<file path="src/rtl/jtag_tap.sv">
// jtag_tap: IEEE 1149.1 TAP controller with a RISC-V style debug transport
// (DTMCS and DMI data registers) running entirely in the TCK domain.
//
// Configuration macro: JTAG_TAP_IDCODE_EN
//   defined   -> IR code 5'h01 selects the 32-bit IDCODE register.
//   undefined -> IR code 5'h01 behaves as BYPASS (1 bit, captures 0).
//   The reset IR value is IDCODE in both builds.
//
// DMI request handshake: o_dmi_req_valid is a level, not a pulse. It rises on
// the TCK edge leaving Update-DR and stays high until the edge that enters
// Capture-DR or Test-Logic-Reset. While it is high, o_dmi_req_addr,
// o_dmi_req_data and o_dmi_req_write are stable. The downstream side reports
// a request still in progress through i_dmi_busy; an access attempted while
// busy is dropped and recorded as sticky dmistat=3 until a DTMCS dmireset or
// dmihardreset write clears it.

module jtag_tap #(
  parameter int          abits  = 7,
  parameter int          irlen  = 5,
  parameter logic [31:0] idcode = 32'h10e31913
) (
  input  logic             i_clk,
  input  logic             i_nrst,
  input  logic             i_tms,
  input  logic             i_tdi,
  output logic             o_tdo,
  output logic             o_dmi_req_valid,
  output logic             o_dmi_req_write,
  output logic [abits-1:0] o_dmi_req_addr,
  output logic [31:0]      o_dmi_req_data,
  output logic             o_dmi_reset,
  output logic             o_dmi_hardreset,
  input  logic [31:0]      i_dmi_resp_data,
  input  logic             i_dmi_busy,
  output logic [3:0]       dbg_state
);

  // DMI shift register width: {addr, data[31:0], op[1:0]}
  localparam int dr_w = abits + 34;

  // Instruction codes
  localparam logic [irlen-1:0] ir_idcode = irlen'(5'h01);
  localparam logic [irlen-1:0] ir_dtmcs  = irlen'(5'h10);
  localparam logic [irlen-1:0] ir_dmi    = irlen'(5'h11);

  // Fixed DTMCS fields
  localparam logic [5:0] abits_field = 6'(abits);

  // TAP states, using the conventional 1149.1 encoding so waveforms read
  // the same as on other TAP implementations.
  typedef enum logic [3:0] {
    st_exit2_dr   = 4'h0,
    st_exit1_dr   = 4'h1,
    st_shift_dr   = 4'h2,
    st_pause_dr   = 4'h3,
    st_select_ir  = 4'h4,
    st_update_dr  = 4'h5,
    st_capture_dr = 4'h6,
    st_select_dr  = 4'h7,
    st_exit2_ir   = 4'h8,
    st_exit1_ir   = 4'h9,
    st_shift_ir   = 4'hA,
    st_pause_ir   = 4'hB,
    st_run_idle   = 4'hC,
    st_update_ir  = 4'hD,
    st_capture_ir = 4'hE,
    st_tlr        = 4'hF
  } tap_state_e;

  tap_state_e state;
  tap_state_e state_nxt;

  // Decoded per-state actions
  logic do_capture_ir;
  logic do_shift_ir;
  logic do_update_ir;
  logic do_capture_dr;
  logic do_shift_dr;
  logic do_update_dr;
  logic in_tlr;
  logic clr_req;

  // Instruction path
  logic [irlen-1:0] ir;
  logic [irlen-1:0] ir_sr;

  // Data register selection
  logic sel_idcode;
  logic sel_dtmcs;
  logic sel_dmi;

  // Shared data shift register; shorter registers use its low bits
  logic [dr_w-1:0] dr;

  // Debug transport status
  logic [1:0]       dmistat;
  logic [abits-1:0] last_addr;
  logic [31:0]      dtmcs_cap;

  // Fields of a completed DMI scan
  logic [1:0]       dmi_op;
  logic [31:0]      dmi_data;
  logic [abits-1:0] dmi_addr;

  assign dmi_op   = dr[1:0];
  assign dmi_data = dr[33:2];
  assign dmi_addr = dr[abits+33:34];

  assign dtmcs_cap = {14'b0, 1'b0, 1'b0, 1'b0, 3'd1, dmistat, abits_field, 4'd1};

  // State register: TAP controller state, reset to Test-Logic-Reset
  always_ff @(posedge i_clk or negedge i_nrst) begin
    if (!i_nrst) begin
      state <= st_tlr;
    end else begin
      state <= state_nxt;
    end
  end

  // Next-state logic: standard TMS-driven TAP transitions
  always_comb begin
    state_nxt = state;
    case (state)
      st_tlr:        state_nxt = i_tms ? st_tlr       : st_run_idle;
      st_run_idle:   state_nxt = i_tms ? st_select_dr : st_run_idle;
      st_select_dr:  state_nxt = i_tms ? st_select_ir : st_capture_dr;
      st_capture_dr: state_nxt = i_tms ? st_exit1_dr  : st_shift_dr;
      st_shift_dr:   state_nxt = i_tms ? st_exit1_dr  : st_shift_dr;
      st_exit1_dr:   state_nxt = i_tms ? st_update_dr : st_pause_dr;
      st_pause_dr:   state_nxt = i_tms ? st_exit2_dr  : st_pause_dr;
      st_exit2_dr:   state_nxt = i_tms ? st_update_dr : st_shift_dr;
      st_update_dr:  state_nxt = i_tms ? st_select_dr : st_run_idle;
      st_select_ir:  state_nxt = i_tms ? st_tlr       : st_capture_ir;
      st_capture_ir: state_nxt = i_tms ? st_exit1_ir  : st_shift_ir;
      st_shift_ir:   state_nxt = i_tms ? st_exit1_ir  : st_shift_ir;
      st_exit1_ir:   state_nxt = i_tms ? st_update_ir : st_pause_ir;
      st_pause_ir:   state_nxt = i_tms ? st_exit2_ir  : st_pause_ir;
      st_exit2_ir:   state_nxt = i_tms ? st_update_ir : st_shift_ir;
      st_update_ir:  state_nxt = i_tms ? st_select_dr : st_run_idle;
      default:       state_nxt = st_tlr;
    endcase
  end

  // Output logic: per-state action strobes, TDO mux and debug state
  always_comb begin
    do_capture_ir = (state == st_capture_ir);
    do_shift_ir   = (state == st_shift_ir);
    do_update_ir  = (state == st_update_ir);
    do_capture_dr = (state == st_capture_dr);
    do_shift_dr   = (state == st_shift_dr);
    do_update_dr  = (state == st_update_dr);
    in_tlr        = (state == st_tlr);
    // Request levels drop on the edge entering Capture-DR or Test-Logic-Reset
    clr_req       = (state_nxt == st_capture_dr) || (state_nxt == st_tlr);
    o_tdo         = 1'b0;
    if (do_shift_ir) begin
      o_tdo = ir_sr[0];
    end else if (do_shift_dr) begin
      o_tdo = dr[0];
    end
    dbg_state     = state;
  end

  // Instruction decode; unknown codes fall through to BYPASS
  always_comb begin
`ifdef JTAG_TAP_IDCODE_EN
    sel_idcode = (ir == ir_idcode);
`else
    sel_idcode = 1'b0;
`endif
    sel_dtmcs  = (ir == ir_dtmcs);
    sel_dmi    = (ir == ir_dmi);
  end

  // Instruction register and its shift register
  always_ff @(posedge i_clk or negedge i_nrst) begin
    if (!i_nrst) begin
      ir    <= ir_idcode;
      ir_sr <= '0;
    end else begin
      if (in_tlr) begin
        ir <= ir_idcode;
      end else if (do_update_ir) begin
        ir <= ir_sr;
      end
      if (do_capture_ir) begin
        ir_sr <= irlen'(1);
      end else if (do_shift_ir) begin
        ir_sr <= {i_tdi, ir_sr[irlen-1:1]};
      end
    end
  end

  // Data shift register: capture the selected register, then shift right
  // with TDI entering at the MSB of the selected length
  always_ff @(posedge i_clk or negedge i_nrst) begin
    if (!i_nrst) begin
      dr <= '0;
    end else if (do_capture_dr) begin
      if (sel_dmi) begin
        dr <= {last_addr, i_dmi_resp_data, dmistat};
      end else if (sel_dtmcs) begin
        dr <= dr_w'(dtmcs_cap);
      end else if (sel_idcode) begin
        dr <= dr_w'(idcode);
      end else begin
        dr <= '0;
      end
    end else if (do_shift_dr) begin
      if (sel_dmi) begin
        dr <= {i_tdi, dr[dr_w-1:1]};
      end else if (sel_dtmcs || sel_idcode) begin
        dr[31:0] <= {i_tdi, dr[31:1]};
      end else begin
        dr[0] <= i_tdi;
      end
    end
  end

  // DMI request generation, sticky error status and DTMCS reset requests
  always_ff @(posedge i_clk or negedge i_nrst) begin
    if (!i_nrst) begin
      o_dmi_req_valid <= 1'b0;
      o_dmi_req_write <= 1'b0;
      o_dmi_req_addr  <= '0;
      o_dmi_req_data  <= '0;
      o_dmi_reset     <= 1'b0;
      o_dmi_hardreset <= 1'b0;
      dmistat         <= 2'd0;
      last_addr       <= '0;
    end else begin
      if (clr_req) begin
        o_dmi_req_valid <= 1'b0;
        o_dmi_reset     <= 1'b0;
        o_dmi_hardreset <= 1'b0;
      end
      if (do_update_dr) begin
        if (sel_dmi) begin
          // A pending error blocks new accesses until it is cleared via DTMCS
          if ((dmistat == 2'd0) && ((dmi_op == 2'd1) || (dmi_op == 2'd2))) begin
            if (i_dmi_busy) begin
              dmistat <= 2'd3;
            end else begin
              o_dmi_req_valid <= 1'b1;
              o_dmi_req_write <= (dmi_op == 2'd2);
              o_dmi_req_addr  <= dmi_addr;
              o_dmi_req_data  <= dmi_data;
              last_addr       <= dmi_addr;
            end
          end
        end else if (sel_dtmcs) begin
          if (dr[16] || dr[17]) begin
            dmistat         <= 2'd0;
            o_dmi_req_valid <= 1'b1;
            o_dmi_req_write <= 1'b0;
          end
          if (dr[16]) begin
            o_dmi_reset <= 1'b1;
          end
          if (dr[17]) begin
            o_dmi_hardreset <= 1'b1;
          end
        end
      end
    end
  end

endmodule

</file>
<file path="config.mk">
export PLATFORM = sky130hd
export DESIGN_NAME = jtag_tap
export DESIGN_NICKNAME = d
export VERILOG_FILES = /design/src/rtl/jtag_tap.sv
export SDC_FILE = /design/constraint.sdc
export NUM_CORES = 1
export LEC_CHECK = 0
export CAP_MARGIN = 25
export CORE_MARGIN = 1.5
export CORE_UTILIZATION = 52
export CTS_CLUSTER_SIZE = 30
export DETAILED_ROUTE_END_ITERATION = 6
export PLACE_DENSITY = 0.8
export SLEW_MARGIN = 5
export SYNTH_ARGS = -nofsm -noshare
export SYNTH_HDL_FRONTEND = slang
export SYNTH_SLANG_ARGS = --single-unit
export TNS_END_PERCENT = 20
</file>
<file path="constraint.sdc">
create_clock -name i_clk -period 2.9 [get_ports i_clk]
set_clock_uncertainty 0.1 [all_clocks]
set_input_delay 0.58 -clock i_clk [delete_from_list [all_inputs] [get_ports i_clk]]
set_output_delay 0.58 -clock i_clk [all_outputs]
set_load 0.05 [all_outputs]
</file>
==> flow_metrics.env, run 1 <==
export IMPL_vias=3268
export IMPL_cp_slowest_stage_delay_ns=0.85
export IMPL_status="complete, no violations"
export IMPL_drive_above_1_share_pct=16.8
export IMPL_die_area_um2=9010
export IMPL_maxSlewHeadroom_pct=33.8
export IMPL_hold_viol=0
export IMPL_p_total_uw=4360
export IMPL_r2r_start="dbg_state[1]$_DFF_PN1_"
export IMPL_die_width_um=94.9
export IMPL_overflow=0
export IMPL_stdcell_area_um2=5530
export IMPL_hpwl_mm=6.42
export IMPL_fmax_ghz=0.388
export IMPL_drv_cap=0
export IMPL_row_count=33
export IMPL_nets=503
export IMPL_register_area_um2=2480
export IMPL_post_cts_buffers=0
export IMPL_fp_dieH_um=94.9
export IMPL_cts_tree="built"
export IMPL_syn_to_final_growth_pct=25.8
export IMPL_synth_cells=387
export IMPL_grt_max_degree=62
export IMPL_clockBufferDepth=2
export IMPL_fin_crit_ns=2.58
export IMPL_cp_slowest_cell="clkdlybuf4s50_1"
export IMPL_synth_nets=425
export IMPL_n_antenna_cell=0
export IMPL_r2r_end="dr[10]$_DFFE_PN0P_"
export IMPL_path_cells="clkdlybuf4s50_1"
export IMPL_rsz0062_at_grt="no"
export IMPL_ys_flop_type="dfrtp_1"
export IMPL_holdBufCountCts=0
export IMPL_cts_repair_resized=0
export IMPL_worst_slew_pin_slew_ns=0.991
export IMPL_viasPerCell=5.69
export IMPL_cts_buffers=9
export IMPL_regToRegSetupSlack_ns=0.49
export IMPL_clock_root_buffer="clkbuf_8"
export IMPL_path_depth=1
export IMPL_synth_top_area_cell="dfrtp_1"
export IMPL_required_ns=2.22
export IMPL_end_kind="primary output"
export IMPL_postPlaceCellArea_um2=5330
export IMPL_yosysUniqueCellTypes=44
export IMPL_r2r_cells=3
export IMPL_final_antenna_net_count=0
export IMPL_post_route_period_util_pct=88.9
export IMPL_yosys_warnings=0
export IMPL_hold_class="input port to async pin"
export IMPL_p_leak_uw=0.00245
export IMPL_yosysMostFrequentCell="dfrtp_1"
export IMPL_synthTopCellsByArea="dfrtp_1 (54%), a22oi_1 (7.9%), mux2_2 (7.7%)"
export IMPL_endpoint="dbg_state[1]"
export IMPL_setup_tns_ns=0
export IMPL_final_cells=574
export IMPL_critPathMaxFanout=16
export IMPL_drc=0
export IMPL_drv_slew=0
export IMPL_synth_edff_count=0
export IMPL_ir_worst_vdd_mv=0.595
export IMPL_core_um2=8220
export IMPL_start_kind="register"
export IMPL_grt_total_usage_pct=22.6
export IMPL_cts_htree_levels=3
export IMPL_port_buffer_count=84
export IMPL_drt_wirelength_per_cell_um=16.7
export IMPL_critPathTopFamily="buffers and inverters"
export IMPL_arrival_ns=1.90
export IMPL_powerDensity_nw_per_um2=790
export IMPL_clkTransAtPathRegs_ns=0.09
export IMPL_drt_first_pass_iters=5
export IMPL_setup_viol=0
export IMPL_syn_avg_cell_area_um2=11.3
export IMPL_crit_type="register to primary output"
export IMPL_gp_congestion=0.768
export IMPL_syn_area_um2=4390
export IMPL_antenna_found_initial=0
export IMPL_cts_sinks=99
export IMPL_multi_input_area_um2=1780
export IMPL_clk_insertion_delay_late_ns=0.36
export IMPL_grt_pass1_wl_mm=15.7
export IMPL_drt_wl_total_mm=9.59
export IMPL_synth_commonest_cells="dfrtp_1 (94), o21ai_0 (52), nand2_1 (47)"
export IMPL_ys_ff_latch=99
export IMPL_seq_area_frac_synth_pct=56.6
export IMPL_async_reset_ff_share_pct=100
export IMPL_post_place_cells=559
export IMPL_initial_core_util_pct=53.4
export IMPL_fill_cells=657
export IMPL_cp_num_buf_inv=1
export IMPL_critPathLaunch="dbg_state[1]$_DFF_PN1_"
export IMPL_yosysTopAreaCellShare_pct=53.6
export IMPL_drt_iter0_drc=147
export IMPL_io_pins=85
export IMPL_grt_pass1_vias=3148
-- area by class of cell --
type                       instances  share of cell area, %
multi-input combinational        257                   32.3
sequential                        99                   45.0
inverter                           5                  0.340
clock buffer                      11                   2.56
clock inverter                     4                  0.928
timing repair buffer              93                   16.6
tap                              105                   2.38
-- per-stage QoR --
stage	hold WS, ns	utilization, %	setup slack (ns)
floorplan	0.184	-	0.265
global placement	0.375	64.9	0.464
detailed placement	0.389	64.9	0.384
CTS	0.211	67.2	0.317
global route	0.234	67.2	0.265
finish	0.180	67.2	0.322
-- placed cells by master, fill, tap and decap left out, types with 2 or more instances in the layout --
cell type         n
a21oi_1           7
clkdlybuf4s50_1  82
and2_1            2
o31ai_1           2
dfrtp_1          94
nand2b_1          9
nor2_2            2
nor2_1            7
nor4b_2           2
nand3_1           2
a41oi_1           3
o211ai_1          5
mux2_2           30
inv_1             5
buf_4            10
o21ai_1           3
clkbuf_8         10
nor3_1            3
a22oi_1          46
nor2b_1           3
a211oi_1          2
o21ai_0          52
mux2_4           10
mux2i_1           2
a21boi_0          2
dfstp_2           5
nand2_1          47
a31oi_1           2
-- worst register-to-register path: stages (launching register included) --
cell      delay (ns)
dfstp_2         0.69
or3b_2          0.68
o21bai_4        0.50
o31ai_1         0.35
-- cells by family after synthesis --
| group | synth area share (%) |
|---|---|
| multiplexers | 11.6 |
| adder cells (fa/ha/maj) | 0.285 |
| AO/OA/AOI/OAI | 18.1 |
| flip-flops | 56.6 |
| buffers and inverters | 3.25 |
| AND/OR/NAND/NOR | 10.3 |
-- worst min-delay path by stage --
| stage | to | slack, ns | depth (start not counted) |
|---|---|---|---|
| floorplan | dmistat[0]$_DFFE_PN0P_ | 0.18 | 0 |
| global placement | ir[4]$_DFFE_PN0P_ | 0.37 | 2 |
| detailed placement | dr[11]$_DFFE_PN0P_ | 0.39 | 2 |
| CTS | o_dmi_req_data[12]$_DFFE_PN0P_ | 0.21 | 1 |
| global route | dr[18]$_DFFE_PN0P_ | 0.23 | 1 |
| finish | dr[18]$_DFFE_PN0P_ | 0.18 | 1 |
-- report_power, final --
group	internal, uW	switching, uW	total [uW]
combinational	593	810	1400
clock	419	468	887
sequential	1730	344	2070
total	2740	1620	4360
-- sequential cells by signal, indices dropped and copies added, names as in the netlist --
| signal | count |
|---|---|
| o_dmi_req_data | 32 |
| ir | 5 |
| o_dmi_req_valid | 1 |
| dr | 41 |
| o_dmi_req_write | 1 |
| last_addr | 7 |
| dbg_state | 4 |
| dmistat | 1 |
| o_dmi_reset | 1 |
| ir_sr | 5 |
| o_dmi_hardreset | 1 |
-- metal layers --
layer | up-vias | routed length (um) | GRT usage [%]
li1 | 1560 | - | -
met1 | 1632 | 4720 | 32.7
met2 | 65 | 4360 | 34.4
met3 | 11 | 368 | 3.95
met4 | 0 | 140 | 7.84
met5 | - | 0 | 0
Note: power is estimated with default switching activity, not from simulation.
==> run 2, diff against run 1 <==
- CORE_UTILIZATION: 52 -> 50
- PLACE_DENSITY: 0.8 -> 0.88
- RECOVER_POWER: default -> 100
==> run 2 against run 1 <==
  * Maximum frequency shrank 1.1%
  * Non-clock buffer count grew 1
  * Largest power group unchanged
  * Highest routed layer unchanged
  * Final area grew 0.16%
  * Register-to-register slack lost 0.18 ns
  * Total power grew 2.6%
==> flow_metrics.env, run 2 (synthesis results as in run 1) <==
export IMPL_endpoint="dbg_state[1]"
export IMPL_clkTransAtPathRegs_ns=0.09
export IMPL_overflow=0
export IMPL_rsz0062_at_grt="no"
export IMPL_die_width_um=96.7
export IMPL_path_depth=1
export IMPL_viasPerCell=5.70
export IMPL_gp_congestion=0.771
export IMPL_setup_viol=0
export IMPL_r2r_cells=5
export IMPL_row_count=34
export IMPL_n_antenna_cell=0
export IMPL_status="complete, no violations"
export IMPL_port_buffer_count=84
export IMPL_nets=504
export IMPL_p_int_uw=2880
export IMPL_clkPwrFrac_pct=23.1
export IMPL_post_cts_buffers=0
export IMPL_antenna_found_initial=0
export IMPL_place_ws_ns=0.396
export IMPL_final_common_cell="dfrtp_1"
export IMPL_grt_max_degree=55
export IMPL_drv_slew=0
export IMPL_grt_pass1_vias=3182
export IMPL_largest_register_ffs=41
export IMPL_fp_dieH_um=96.7
export IMPL_core_um2=8640
export IMPL_drv_cap=0
export IMPL_switching_share_pct=35.6
export IMPL_cts_sinks=99
export IMPL_r2r_end="last_addr[1]$_DFFE_PN0P_"
export IMPL_start_kind="register"
export IMPL_p_leak_uw=0.00259
export IMPL_drt_wl_total_mm=9.30
export IMPL_worst_slew_pin_slew_ns=1.37
export IMPL_end_kind="primary output"
export IMPL_critPathMaxFanout=16
export IMPL_cts_repair_resized=0
export IMPL_drc=0
export IMPL_drive_above_1_share_pct=14.0
export IMPL_final_cell_mix="dfrtp_1 (94), o21ai_0 (54), dlygate4sd3_1 (48), nand2_1 (47), a22oi_1 (46)"
export IMPL_post_route_period_util_pct=89.9
export IMPL_clockBufferDepth=2
export IMPL_p_comb_share_pct=30.8
export IMPL_fin_crit_ns=2.61
export IMPL_regToRegSetupSlack_ns=0.31
export IMPL_worst_slack_ns=0.292
export IMPL_clk_insertion_delay_late_ns=0.35
export IMPL_grt_pass1_wl_mm=15.9
export IMPL_grt_total_usage_pct=20.7
export IMPL_powerDensity_nw_per_um2=809
export IMPL_cts_tree="built"
export IMPL_io_pins=85
export IMPL_pwr_share_seq_pct=46.1
export IMPL_arrival_ns=1.93
export IMPL_cts_htree_levels=3
export IMPL_die_area_um2=9350
export IMPL_holdBufCountCts=0
export IMPL_ir_worst_vdd_mv=0.504
export IMPL_hold_class="register to register"
export IMPL_hold_viol=0
export IMPL_cp_num_buf_inv=1
export IMPL_cp_slowest_stage_delay_ns=0.91
export IMPL_fmax_ghz=0.383
export IMPL_drt_wirelength_per_cell_um=16.1
export IMPL_vias=3298
export IMPL_drt_first_pass_iters=5
export IMPL_cts_buffers=9
export IMPL_clock_root_buffer="clkbuf_8"
export IMPL_hpwl_mm=6.31
export IMPL_critPathLaunch="dbg_state[1]$_DFF_PN1_"
export IMPL_initial_core_util_pct=50.9
export IMPL_reg_top3="dr: 41 flops, o_dmi_req_data: 32 flops, last_addr: 7 flops"
export IMPL_switchingPower_uw=1590
export IMPL_syn_to_final_growth_pct=26.0
export IMPL_crit_type="register to primary output"
export IMPL_required_ns=2.22
export IMPL_top_register="dr"
export IMPL_r2r_start="ir[1]$_DFFE_PN0P_"
export IMPL_path_cells="dlygate4sd3_1"
export IMPL_drt_iter0_drc=120
export IMPL_cp_slowest_cell="dlygate4sd3_1"
export IMPL_final_antenna_net_count=0
export IMPL_setup_tns_ns=0
export IMPL_maxSlewHeadroom_pct=8.42
export IMPL_critPathTopFamily="buffers and inverters"
run 2: worst min-delay path by stage:
stage,startpoint,endpoint,slack (ns),cells past startpoint
CTS,i_nrst,last_addr[3]$_DFFE_PN0P_,0.18,1
global route,o_dmi_req_data[20]$_DFFE_PN0P_,o_dmi_req_data[20]$_DFFE_PN0P_,0.43,1
floorplan,i_nrst,dmistat[0]$_DFFE_PN0P_,0.18,0
global placement,ir[4]$_DFFE_PN0P_,ir[4]$_DFFE_PN0P_,0.38,2
detailed placement,o_dmi_req_data[21]$_DFFE_PN0P_,o_dmi_req_data[21]$_DFFE_PN0P_,0.39,1
finish,o_dmi_req_data[18]$_DFFE_PN0P_,o_dmi_req_data[18]$_DFFE_PN0P_,0.40,1
run 2: cell type report:
class | count | area (um2)
Multi-Input combinational cell | 257 | 1730
Timing Repair Buffer | 94 | 926
Clock inverter | 6 | 114
Clock buffer | 10 | 128
Tap cell | 108 | 135
Inverter | 5 | 18.8
Sequential cell | 99 | 2480
Fill cell | 685 | 3100
run 2: power groups by stage:
stage / sequential [uW] / combinational (uW) / clock [uW]
2_1_floorplan: 2110 / 951 / 0
3_3_place_gp: 2070 / 1360 / 0
3_5_place_dp: 2100 / 1420 / 0
4_1_cts: 2070 / 1420 / 1060
5_1_grt: 2120 / 1550 / 1120
6_report: 2060 / 1380 / 1040
run 2: per-layer routing:
metal  track usage (%)  vias up  share of wire, %
met5                 0        -                 0
met4              6.80        0               1.6
met3              3.97       12               3.7
met2              31.6       87                47
met1              30.1     1627                48
li1                  -     1572                 -
run 2: metrics by stage:
step | area [um2] | hold slack (ns) | utilization [%] | total power [uW] | cells
after floorplan | 4400 | 0.184 | - | 3060 | 387
after global placement | 5350 | 0.378 | 61.9 | 3430 | 562
after detailed placement | 5350 | 0.392 | 61.9 | 3510 | 562
after CTS | 5590 | 0.179 | 64.7 | 4550 | 578
after global routing | 5530 | 0.431 | 64.1 | 4790 | 579
final | 5530 | 0.404 | 64.1 | 4480 | 579
==> run 3, diff against run 2 <==
- GPL_ROUTABILITY_DRIVEN: default -> 1
==> results of run 3 <==
No change in the layout: final DEF, timing and power equal those of run 2.
